`config.mk`:
```
export PLATFORM = sky130hd
export DESIGN_NAME = cond_logic
export DESIGN_NICKNAME = d
export VERILOG_FILES = /design/src/rtl/cond_logic.sv
export SDC_FILE = /design/constraint.sdc
export NUM_CORES = 1
export LEC_CHECK = 0
export CAP_MARGIN = 20
export CORE_UTILIZATION = 23
export DETAILED_ROUTE_END_ITERATION = 8
export SYNTH_ARGS = -nofsm -noshare
export SYNTH_HDL_FRONTEND = slang
export SYNTH_SLANG_ARGS = --single-unit
export TNS_END_PERCENT = 10
```
`constraint.sdc`:
```
create_clock -name clk -period 5.9 [get_ports clk]
set_input_delay 1.18 -clock clk [delete_from_list [all_inputs] [get_ports clk]]
set_output_delay 1.18 -clock clk [all_outputs]
set_load 0.05 [all_outputs]
```
`src/rtl/cond_logic.sv`:
```
// cond_logic: conditional-execution unit for an ARM-style pipeline stage.
//
// Evaluates the instruction condition field against the architectural NZCV
// register and gates the decoder write requests with the result. Flags are
// loaded from the ALU only by executed, accepted instructions. A saturating
// counter records how many accepted instructions failed their condition.
//
// Parameters:
//   SKIPW      width of the skipped-instruction counter
// Ports:
//   clk        clock; all state updates on the rising edge
//   reset      asynchronous active-low reset
//   Valid      an instruction is presented this cycle
//   Stall      freeze: no state update, write strobes forced low
//   Cond       condition field of the presented instruction
//   ALUFlags   ALU result flags, [3]=N [2]=Z [1]=C [0]=V
//   FlagW      flag write enables, [1] -> N,Z and [0] -> C,V
//   PCS        decoder requests a PC write
//   RegW       decoder requests a register write
//   MemW       decoder requests a memory write
//   NoWrite    compare/test instruction: blocks the register write
//   PCSrc      gated PC write strobe
//   RegWrite   gated register write strobe
//   MemWrite   gated memory write strobe
//   CondEx     combinational condition result for the presented instruction
//   CondExQ    CondEx captured at the last accepted instruction
//   Flags      architectural NZCV register, same bit order as ALUFlags
//   SkipCount  saturating count of accepted instructions that failed Cond

module cond_logic #(
    parameter int unsigned SKIPW = 8
) (
    input  logic             clk,
    input  logic             reset,
    input  logic             Valid,
    input  logic             Stall,
    input  logic [3:0]       Cond,
    input  logic [3:0]       ALUFlags,
    input  logic [1:0]       FlagW,
    input  logic             PCS,
    input  logic             RegW,
    input  logic             MemW,
    input  logic             NoWrite,
    output logic             PCSrc,
    output logic             RegWrite,
    output logic             MemWrite,
    output logic             CondEx,
    output logic             CondExQ,
    output logic [3:0]       Flags,
    output logic [SKIPW-1:0] SkipCount
);

    logic [3:0]       flags_q, flags_d;
    logic             condexq_q, condexq_d;
    logic [SKIPW-1:0] skip_q, skip_d;

    logic flag_n, flag_z, flag_c, flag_v;
    logic cond_ex;
    logic accept;
    logic exec;

    assign flag_n = flags_q[3];
    assign flag_z = flags_q[2];
    assign flag_c = flags_q[1];
    assign flag_v = flags_q[0];

    // Condition is tested against the registered flags, so an instruction that
    // both tests and sets flags sees the values from before its own update.
    always_comb begin
        cond_ex = 1'b0;
        case (Cond)
            4'b0000: cond_ex = flag_z;
            4'b0001: cond_ex = ~flag_z;
            4'b0010: cond_ex = flag_c;
            4'b0011: cond_ex = ~flag_c;
            4'b0100: cond_ex = flag_n;
            4'b0101: cond_ex = ~flag_n;
            4'b0110: cond_ex = flag_v;
            4'b0111: cond_ex = ~flag_v;
            4'b1000: cond_ex = flag_c & ~flag_z;
            4'b1001: cond_ex = ~flag_c | flag_z;
            4'b1010: cond_ex = (flag_n == flag_v);
            4'b1011: cond_ex = (flag_n != flag_v);
            4'b1100: cond_ex = ~flag_z & (flag_n == flag_v);
            4'b1101: cond_ex = flag_z | (flag_n != flag_v);
            4'b1110: cond_ex = 1'b1;
            4'b1111: cond_ex = 1'b1;
            default: cond_ex = 1'b0;
        endcase
    end

    assign accept = Valid & ~Stall;
    assign exec   = accept & cond_ex;

    // Write strobes are purely combinational; Stall kills them via accept.
    assign PCSrc    = exec & PCS;
    assign RegWrite = exec & RegW & ~NoWrite;
    assign MemWrite = exec & MemW;
    assign CondEx   = cond_ex;

    always_comb begin
        flags_d   = flags_q;
        condexq_d = condexq_q;
        skip_d    = skip_q;

        if (exec && FlagW[1]) begin
            flags_d[3:2] = ALUFlags[3:2];
        end
        if (exec && FlagW[0]) begin
            flags_d[1:0] = ALUFlags[1:0];
        end

        if (accept) begin
            condexq_d = cond_ex;
        end

        // Saturate instead of wrapping once the counter is all ones.
        if (accept && !cond_ex && (skip_q != {SKIPW{1'b1}})) begin
            skip_d = skip_q + SKIPW'(1);
        end
    end

    always_ff @(posedge clk or negedge reset) begin
        if (!reset) begin
            flags_q   <= 4'b0000;
            condexq_q <= 1'b0;
            skip_q    <= '0;
        end else begin
            flags_q   <= flags_d;
            condexq_q <= condexq_d;
            skip_q    <= skip_d;
        end
    end

    assign Flags     = flags_q;
    assign CondExQ   = condexq_q;
    assign SkipCount = skip_q;

endmodule

```
==> impl_metrics.py <==
metrics = {
    "grt": {
        "grtUsageTotal_pct": 12.9,
        "grt_pass1_vias": 825,
        "grtUsageMet1_pct": 16.9,
        "grt_util_met3_pct": 4.58,
        "grt_first_pass_wirelength_mm": 4.11,
        "busiest_layer": "met2",
        "grt_start_max_net_pins": 14,
        "gr-usage-met2_pct": 19.7,
        "antenna_found_initial": 0,
        "grt_overflow": 0,
    },
    "worst_setup_path": {
        "cp-endpoint": "RegWrite",
        "crit_path_start_kind": "primary input",
        "cp.arrival_ns": 3.95,
        "cp_slowest_cell": "clkdlybuf4s50_1",
        "rr_startpoint": "Flags[0]",
        "critical_path_class": "in2out",
        "startpoint": "Cond[2]",
        "ff2ff_setup_slack_ns": 3.54,
        "slowest_delay_ns": 0.70,
        "cp_max_fo": 10,
        "r2r_end": "SkipCount[1]",
        "cp.depth": 8,
        "crit_chain": "clkdlybuf4s50_1 -> and4b_1 -> o311ai_1 -> o31ai_1 -> a2111oi_2 -> nor2_1 -> and4b_1 -> clkdlybuf4s50_1",
        "r2r_cells": 7,
        "required_ns": 4.72,
        "cp_top_family": "buffers and inverters",
        "cp-end-kind": "primary output",
        "crit_buf_inv": 2,
    },
    "routing": {
        "ant_nets": 0,
        "drtIter0Drc": 36,
        "vias_per_cell": 4.99,
        "drc": 0,
        "firstDrtPassIters": 4,
        "post_drt_wl_per_cell_um": 14.2,
        "finalWirelength_mm": 2.51,
        "num_vias": 884,
    },
    "clock_tree": {
        "postCtsHoldBufs": 0,
        "cts_setup_buffers": 0,
        "cts_buffer_depth": 2,
        "cts.repair.resized": 0,
        "cts.htree.levels": 1,
        "clkSlewWorstSetupHoldPaths_ns": 0.05,
        "root_buffer": "clkbuf_8",
        "cts_buffers": 3,
        "insertion_delay_ns": 0.25,
        "cts_sinks": 13,
        "tritoncts": "built",
    },
    "final_layout": {
        "regArea_um2": 325,
        "drive_gt1_share_pct": 13.2,
        "most-common-layout-cells": "clkdlybuf4s50_1, dfrtp_1, nand2_1",
        "multiInputGateArea_um2": 552,
        "syn2layout_area_growth_pct": 47.9,
        "stdcell_count": 177,
        "layout_commonest_cell": "clkdlybuf4s50_1",
        "fill_cells": 402,
        "diodes": 0,
        "finalNetCount": 149,
    },
    "logic_synthesis": {
        "ys_seq_area_share_pct": 35.7,
        "netlist_area_um2": 912,
        "async_flop_share_pct": 100,
        "netlist_instances": 93,
        "ys_seq_elements": 13,
        "synth_cell_types": 43,
        "synth_edf_count": 0,
        "ys.flop_type": "dfrtp_1",
        "syn_nets": 112,
        "syn_area_per_cell_um2": 9.81,
        "ys.warnings.count": 0,
    },
    "timing": {
        "fin_skew_ns": 0.00844,
        "fin_tns_setup_ns": 0,
        "slew_headroom_pct": 54.7,
        "final.period_utilization_pct": 86.9,
        "clock.fmax_mhz": 195,
        "hold_viol_final": 0,
        "finalSetupViolations": 0,
        "tightest_slew_ns": 0.677,
        "finalCriticalPeriod_ns": 5.13,
        "rsz0062_at_grt": "no",
        "slew_viol_final": 0,
    },
    "power": {
        "p_seq_share_pct": 29.0,
        "leakage_nw": 0.551,
        "pwr-share-clk_pct": 14.9,
        "swShare_pct": 47.8,
        "p_switching_w": 0.000264,
        "p_per_area_nw_per_um2": 409,
        "power_w": 0.000552,
        "ir_drop_uv": 248,
        "combPwrFrac_pct": 56.1,
        "p_int_w": 0.000288,
    },
    "flow_run": {
        "maxCapViolCount": 0,
    },
    "placed_design": {
        "place_inst": 173,
        "dp_hpwl_mm": 1.81,
        "place.gp.congestion": 0.866,
        "io_buffers": 34,
    },
    "die": {
        "core_area_um2": 3740,
        "rows": 22,
        "die_h_um": 65.0,
        "die_area_um2": 4220,
        "die_w_um": 65.0,
        "initial_core_util_pct": 24.4,
        "io-pin-count": 35,
    },
    "hold_path": {
        "hold_path_class": "reg2reg",
        "min_from": "CondExQ",
    },
    "run_status": {
        "status": "finished, final reports clean",
    },
}
## state kept, by name (all words and copies together) (netlist names)
register,cells
SkipCount,8
Flags,4
CondExQ,1
## layer usage
metal  share of wire [%]  vias to the layer above
met1                  47                      425
met2                  44                       33
li1                    -                      422
met5                   0                        -
met4                 1.1                        0
met3                 7.7                        4
## synthesized netlist by cell type, drive strengths merged, types with 2 or more instances
master | n | area (um2)
xnor2 | 2 | 17.5
nor2b | 4 | 25.0
nand3b | 2 | 15.0
dfrtp | 13 | 325
nand3 | 5 | 25.0
and3 | 4 | 25.0
nor2 | 5 | 18.8
nand2b | 3 | 18.8
buf | 4 | 27.5
o2bb2ai | 2 | 17.5
and4b | 2 | 20.0
xor2 | 3 | 26.3
mux2 | 9 | 101
o21ai | 3 | 15.0
nand2 | 7 | 26.3
## power by group through the flow
| stage | Clock, W | Combinational [W] | Sequential, W |
|---|---|---|---|
| 2_1_floorplan | 0 | 0.000106 | 0.000256 |
| 6_report | 0.0000823 | 0.000309 | 0.000160 |
| 4_1_cts | 0.0000865 | 0.000312 | 0.000161 |
| 5_1_grt | 0.0000924 | 0.000328 | 0.000167 |
| 3_3_place_gp | 0 | 0.000304 | 0.000160 |
| 3_5_place_dp | 0 | 0.000310 | 0.000162 |
## cells by family (layout without fill, tap and decap cells)
logic type | count (synthesis) | in the layout | synth area share (%)
compound gates | 18 | 18 | 16.1
xor+xnor | 5 | 5 | 4.80
fa+ha+maj | 1 | 1 | 1.37
buf+inv | 6 | 42 | 3.84
flops | 13 | 13 | 35.7
mux | 10 | 10 | 12.2
simple gates | 40 | 40 | 26.1
## worst min path at each step
stage                         endpoint  slack [ns]  depth (start not counted)
after floorplan           SkipCount[5]        0.81                          2
after global placement         CondExQ        0.50                          1
after detailed placement       CondExQ        0.51                          1
after CTS                      CondExQ        0.52                          1
after global routing           CondExQ        0.55                          1
final                          CondExQ        0.52                          1
## final cells by class
cell class / instances / share of cell area [%]
clock buffer: 4 / 3.34
sequential: 13 / 24.1
inverter: 1 / 0.278
multi-input combinational: 74 / 40.9
tap: 48 / 4.45
timing repair buffer: 37 / 26.9
## metrics by stage
stage,setup WS [ns],hold WS (ns),instance area [um2],utilization (%)
after floorplan,1.23,0.806,912,-
after global placement,0.939,0.501,1300,34.8
after detailed placement,0.806,0.508,1300,34.8
after CTS,0.794,0.522,1350,36.0
after global routing,0.636,0.554,1350,36.0
final,0.773,0.521,1350,36.0
Note: power is estimated with default switching activity, not from simulation.
